`src/rtl/numbotron_pkg.sv`:
```
// ============================================================================
// Module   : numbotron_pkg
// Purpose  : Shared types, constants and BCD helper for the numbotron blocks.
// Revision : 1.0 - initial release
// ============================================================================
`default_nettype none

package numbotron_pkg;

  typedef enum logic [2:0] {
    S_IDLE  = 3'd0,
    S_CLEAR = 3'd1,
    S_CMP   = 3'd2,
    S_WAIT  = 3'd3,
    S_DONE  = 3'd4
  } numload_state_t;

  localparam int         NUM_DIGITS        = 3;
  localparam logic [3:0] BCD_MAX           = 4'd9;
  localparam logic [3:0] NUMLOAD_MAX_STEPS = 4'd10;

  function automatic logic bcd_valid(input logic [11:0] value);
    logic ok;
    ok = 1'b1;
    for (int i = 0; i < NUM_DIGITS; i++) begin
      if (value[4*i +: 4] > BCD_MAX) ok = 1'b0;
    end
    return ok;
  endfunction

endpackage

`default_nettype wire

```
`src/rtl/bcd_digit_sel.sv`:
```
// ============================================================================
// Module   : bcd_digit_sel
// Purpose  : Picks digit i_sel from read-back and target and flags equality.
// Revision : 1.0 - initial release
// ============================================================================
`default_nettype none

module bcd_digit_sel (
  input  logic [1:0]  i_sel,
  input  logic [11:0] i_reg_val,
  input  logic [11:0] i_tgt,
  output logic        o_match
);

  logic [3:0] w_reg_digit;
  logic [3:0] w_tgt_digit;

  always_comb begin
    w_reg_digit = 4'd0;
    w_tgt_digit = 4'd0;
    case (i_sel)
      2'd0: begin
        w_reg_digit = i_reg_val[3:0];
        w_tgt_digit = i_tgt[3:0];
      end
      2'd1: begin
        w_reg_digit = i_reg_val[7:4];
        w_tgt_digit = i_tgt[7:4];
      end
      2'd2: begin
        w_reg_digit = i_reg_val[11:8];
        w_tgt_digit = i_tgt[11:8];
      end
      default: begin
        w_reg_digit = 4'd0;
        w_tgt_digit = 4'd0;
      end
    endcase
  end

  assign o_match = (w_reg_digit == w_tgt_digit);

endmodule

`default_nettype wire

```
`src/rtl/numreg_loader.sv`:
```
// ============================================================================
// Module   : numreg_loader
// Purpose  : Clears a 3-digit BCD register then steps each digit up to target.
//            Optional NUMLOAD_VERIFY_EN adds a stuck-digit step limit.
// Revision : 1.0 - initial release
// ============================================================================
`default_nettype none

module numreg_loader
  import numbotron_pkg::*;
#(
  parameter int NUM_DIGITS = numbotron_pkg::NUM_DIGITS
) (
  input  logic        clk,
  input  logic        reset_n,
  input  logic        start,
  input  logic [11:0] target,
  input  logic [11:0] reg_val,
  output logic [2:0]  reg_reset,
  output logic [2:0]  reg_inc_dig,
  output logic        busy,
  output logic        done,
  output logic        error
);

  localparam logic [1:0] C_LAST_DIGIT = 2'(NUM_DIGITS - 1);

  numload_state_t r_state, w_state_nxt;
  logic [1:0]     r_d, w_d_nxt;
  logic [11:0]    r_tgt_q, w_tgt_nxt;
  logic           r_error, w_error_nxt;
  logic           w_match;
`ifdef NUMLOAD_VERIFY_EN
  logic [3:0]     r_steps, w_steps_nxt;
`endif

  bcd_digit_sel u_digit_sel (
    .i_sel     (r_d),
    .i_reg_val (reg_val),
    .i_tgt     (r_tgt_q),
    .o_match   (w_match)
  );

  always_ff @(posedge clk or negedge reset_n) begin
    if (!reset_n) begin
      r_state <= S_IDLE;
      r_d     <= 2'd0;
      r_tgt_q <= 12'd0;
      r_error <= 1'b0;
`ifdef NUMLOAD_VERIFY_EN
      r_steps <= 4'd0;
`endif
    end else begin
      r_state <= w_state_nxt;
      r_d     <= w_d_nxt;
      r_tgt_q <= w_tgt_nxt;
      r_error <= w_error_nxt;
`ifdef NUMLOAD_VERIFY_EN
      r_steps <= w_steps_nxt;
`endif
    end
  end

  // Register-facing outputs decode straight from state so reset clears them at once.
  always_comb begin
    w_state_nxt = r_state;
    w_d_nxt     = r_d;
    w_tgt_nxt   = r_tgt_q;
    w_error_nxt = 1'b0;
    reg_reset   = 3'b000;
    reg_inc_dig = 3'b000;
    done        = 1'b0;
`ifdef NUMLOAD_VERIFY_EN
    w_steps_nxt = r_steps;
`endif
    case (r_state)
      S_IDLE: begin
        if (start) begin
          if (bcd_valid(target)) begin
            w_tgt_nxt   = target;
            w_d_nxt     = 2'd0;
            w_state_nxt = S_CLEAR;
`ifdef NUMLOAD_VERIFY_EN
            w_steps_nxt = 4'd0;
`endif
          end else begin
            w_error_nxt = 1'b1;
          end
        end
      end
      S_CLEAR: begin
        reg_reset   = 3'b111;
        w_state_nxt = S_CMP;
      end
      S_CMP: begin
        if (!w_match) begin
`ifdef NUMLOAD_VERIFY_EN
          if (r_steps == NUMLOAD_MAX_STEPS) begin
            w_error_nxt = 1'b1;
            w_state_nxt = S_IDLE;
          end else begin
            reg_inc_dig = 3'b001 << r_d;
            w_steps_nxt = r_steps + 4'd1;
            w_state_nxt = S_WAIT;
          end
`else
          reg_inc_dig = 3'b001 << r_d;
          w_state_nxt = S_WAIT;
`endif
        end else if (r_d == C_LAST_DIGIT) begin
          w_state_nxt = S_DONE;
        end else begin
          w_d_nxt = r_d + 2'd1;
`ifdef NUMLOAD_VERIFY_EN
          w_steps_nxt = 4'd0;
`endif
        end
      end
      S_WAIT: begin
        w_state_nxt = S_CMP;
      end
      S_DONE: begin
        done        = 1'b1;
        w_state_nxt = S_IDLE;
      end
      default: begin
        w_state_nxt = S_IDLE;
      end
    endcase
  end

  assign busy  = (r_state != S_IDLE);
  assign error = r_error;

endmodule

`default_nettype wire

```
`config.mk`:
```
export PLATFORM = sky130hd
export DESIGN_NAME = numreg_loader
export DESIGN_NICKNAME = d
export VERILOG_FILES = /design/src/rtl/numbotron_pkg.sv /design/src/rtl/bcd_digit_sel.sv /design/src/rtl/numreg_loader.sv
export SDC_FILE = /design/constraint.sdc
export NUM_CORES = 1
export LEC_CHECK = 0
export ABC_CLOCK_PERIOD_IN_PS = 3100
export CAP_MARGIN = 20
export CORE_MARGIN = 2
export CORE_UTILIZATION = 40
export CTS_CLUSTER_SIZE = 10
export DETAILED_ROUTE_END_ITERATION = 6
export PLACE_DENSITY = 0.75
export SLEW_MARGIN = 10
export SYNTH_ARGS = -nofsm -noshare
export SYNTH_HDL_FRONTEND = slang
export SYNTH_SLANG_ARGS = --single-unit
```
`constraint.sdc`:
```
create_clock -name clk -period 3.1 [get_ports clk]
set_clock_uncertainty 0.1 [all_clocks]
set_input_delay 0.31 -clock clk [delete_from_list [all_inputs] [get_ports clk]]
set_output_delay 0.31 -clock clk [all_outputs]
set_load 0.02 [all_outputs]
```
==> results.json <==
{
  "synthesis.area_um2": 975,
  "wl_um": 2170,
  "finalSetupTns_ps": 0,
  "path_clk_slew_ps": 110,
  "synth_seq_cells": 18,
  "leakage_nw": 0.609,
  "avgRoutedWirePerCell_um": 14.9,
  "path_max_fanout": 9,
  "max_freq_ghz": 0.349,
  "power_density_mw_per_mm2": 795,
  "synthArstFlopShare_pct": 100,
  "grt_pass1_vias": 789,
  "design.portCount": 36,
  "synth_commonest_cells": "dfrtp_1 (18), mux2_2 (12), a222oi_1 (8)",
  "postPlaceCellArea_mm2": 0.00132,
  "cts_tree": "done",
  "critPathKind": "reg2out",
  "synth_most_common_cell": "dfrtp_1",
  "antenna_cells": 0,
  "cts_root_buffer": "clkbuf_4",
  "drc_errors": 0,
  "cts_buffers": 3,
  "worst_slew_pin_slew_ps": 834,
  "final_antenna_net_count": 0,
  "finalCriticalPeriod_ps": 2870,
  "synth_edf_count": 0,
  "htreeDepth": 1,
  "finalHoldViolCount": 0,
  "fin_crit_sh_pct": 92.5,
  "holdBufCountCts": 0,
  "fp.dieW_um": 53.4,
  "crit_arrival_ps": 2460,
  "rows": 17,
  "slew_violations": 0,
  "drt_pre_antenna_iters": 4,
  "cp-start-kind": "flip-flop",
  "dieArea_mm2": 0.00285,
  "area_delta_synth_final_pct": 39.9,
  "yosysTopAreaCell": "dfrtp_1",
  "insertion_delay_ps": 290,
  "overflow": 0,
  "drt_iter0_drc": 49,
  "cpMaxStageDelayCell": "dfrtp_1",
  "num_vias": 790,
  "crit_path_cell_trace": "inv_1 -> ha_1 -> a222oi_1 -> xnor2_1 -> a41oi_2 -> and3_2 -> dlygate4sd2_1",
  "cts_sinks": 18,
  "synthCells": 83,
  "grt_pass1_wl_um": 3520,
  "dp_hpwl_um": 1660,
  "track_usage_pct": 17.4,
  "synth-main-ff-cell": "dfrtp_1",
  "setup_viol": 0,
  "rsz0062_at_grt": "false",
  "cp-end-kind": "output port",
  "hold_path.class": "in2async",
  "gp_congestion": 0.765,
  "cts_max_path_buffers": 2,
  "critPathMaxStageDelay_ps": 430,
  "netlist-cell-type-count": 22,
  "syn_area_per_cell_um2": 11.7,
  "required_ps": 2690,
  "netlist.area_leader.share_pct": 46.2,
  "start_util_pct": 43.2,
  "antenna_found_initial": 0,
  "timing.slew.headroom_pct": 44.2,
  "crit_path_start": "r_d[1]",
  "drv_cap": 0,
  "layout-drive-gt1-share_pct": 19.7,
  "synth.area.top_cells": "dfrtp_1 (46%), mux2_2 (14%), a222oi_1 (8.2%), ha_1 (5.1%), xnor2_1 (3.6%)",
  "finalNetCount": 149,
  "final_area_mm2": 0.00136,
  "yosysWarnings": 0,
  "routed_via_density": 5.45,
  "reg2reg_from": "r_d[1]",
  "die_h_um": 53.4,
  "core-area_mm2": 0.00225,
  "place.port_buffers": 35,
  "peakVddDrop_v": 0.000443,
  "syn-num-nets": 114,
  "grt_max_degree": 19,
  "outcome": "finished clean",
  "yosysSeqAreaShare_pct": 46.2
}
[placed cells by master, fill, tap and decap left out, types with 2 or more instances in the layout]
| master | synthesis | final |
|---|---|---|
| dfrtp_1 | 18 | 18 |
| ha_1 | 4 | 3 |
| a222oi_1 | 8 | 8 |
| mux2i_1 | 2 | 2 |
| dlygate4sd2_1 | 0 | 3 |
| xnor2_1 | 4 | 4 |
| mux2_2 | 12 | 12 |
| o21ai_0 | 3 | 3 |
| clkdlybuf4s50_1 | 0 | 32 |
| nor3b_1 | 3 | 3 |
| nor3_1 | 2 | 2 |
| inv_1 | 4 | 4 |
| clkbuf_4 | 0 | 3 |
| nand2_1 | 6 | 6 |
| and3_2 | 3 | 3 |
| nor2_1 | 3 | 3 |
[report_power, final]
part	switching [mW]	internal, mW
Clock	0.0780	0.0715
Sequential	0.0587	0.310
Combinational	0.277	0.289
Total	0.414	0.671
[final cells by class]
class,count,area [µm²]
fill,192,891
multi-input combinational,55,473
sequential,18,450
timing repair buffer,36,354
clock buffer,4,36.3
tap,28,35.0
inverter,4,15.0
[stage by stage]
stage / hold WS (ps) / setup slack (ps) / util, % / instances / power [mW]
4_1_cts: 402 / 258 / 60.5 / 145 / 1.09
6_report: 385 / 234 / 60.5 / 145 / 1.08
5_1_grt: 434 / 96.2 / 60.5 / 145 / 1.17
2_1_floorplan: -85.6 / 832 / - / 83 / 0.778
3_5_place_dp: 398 / 146 / 58.6 / 140 / 0.930
3_3_place_gp: 390 / 208 / 58.6 / 140 / 0.914
[what timing repair did]
action	CTS	global route
resized for setup	4	0
buffers inserted	1	0
setup endpoints to repair	3	0
[routing by layer]
layer | share of wire [%] | GRT usage (%) | vias up
li1 | - | - | 374
met1 | 42 | 19.6 | 385
met2 | 52 | 32.7 | 29
met3 | 4.9 | 2.82 | 2
met4 | 0.65 | 5.13 | 0
met5 | 0 | 0 | -
[final timing paths]
path                                       end  slack (ps)  cells after the start
worst min-delay path                r_state[1]         380                      1
worst min register to register      r_state[1]         420                      1
min in group clk                    r_state[1]         420                      1
worst max register to register          r_d[0]         660                      8
worst max-delay path            reg_inc_dig[2]         230                      7
max in group asynchronous               r_d[0]        2010                      1
[worst max-delay path: cells and delay by family (launching register included)]
family	cells	cell delay [ps]
AND/OR/NAND/NOR	1	210
flip-flops	1	430
buffers and inverters	2	410
adder cells (fa/ha/maj)	1	290
AO/OA/AOI/OAI	2	670
XOR/XNOR	1	140
[cells by family (layout without fill, tap and decap cells)]
logic type	after synthesis	count (layout)	share of synthesized area, %
AOI/OAI and AO/OA	12	12	11.4
buffers and inverters	10	44	5.52
and+or+nand+nor	21	21	12.2
DFF	18	18	46.2
xor gates and xnor gates	4	4	3.59
adders and majority gates	4	4	5.13
muxes	14	14	15.9
[registers in the layout (all words and copies together) (netlist names)]
| name | flops |
|---|---|
| error | 1 |
| r_d | 2 |
| r_state | 3 |
| r_tgt_q | 12 |
Power figures use the tool's default switching activity.
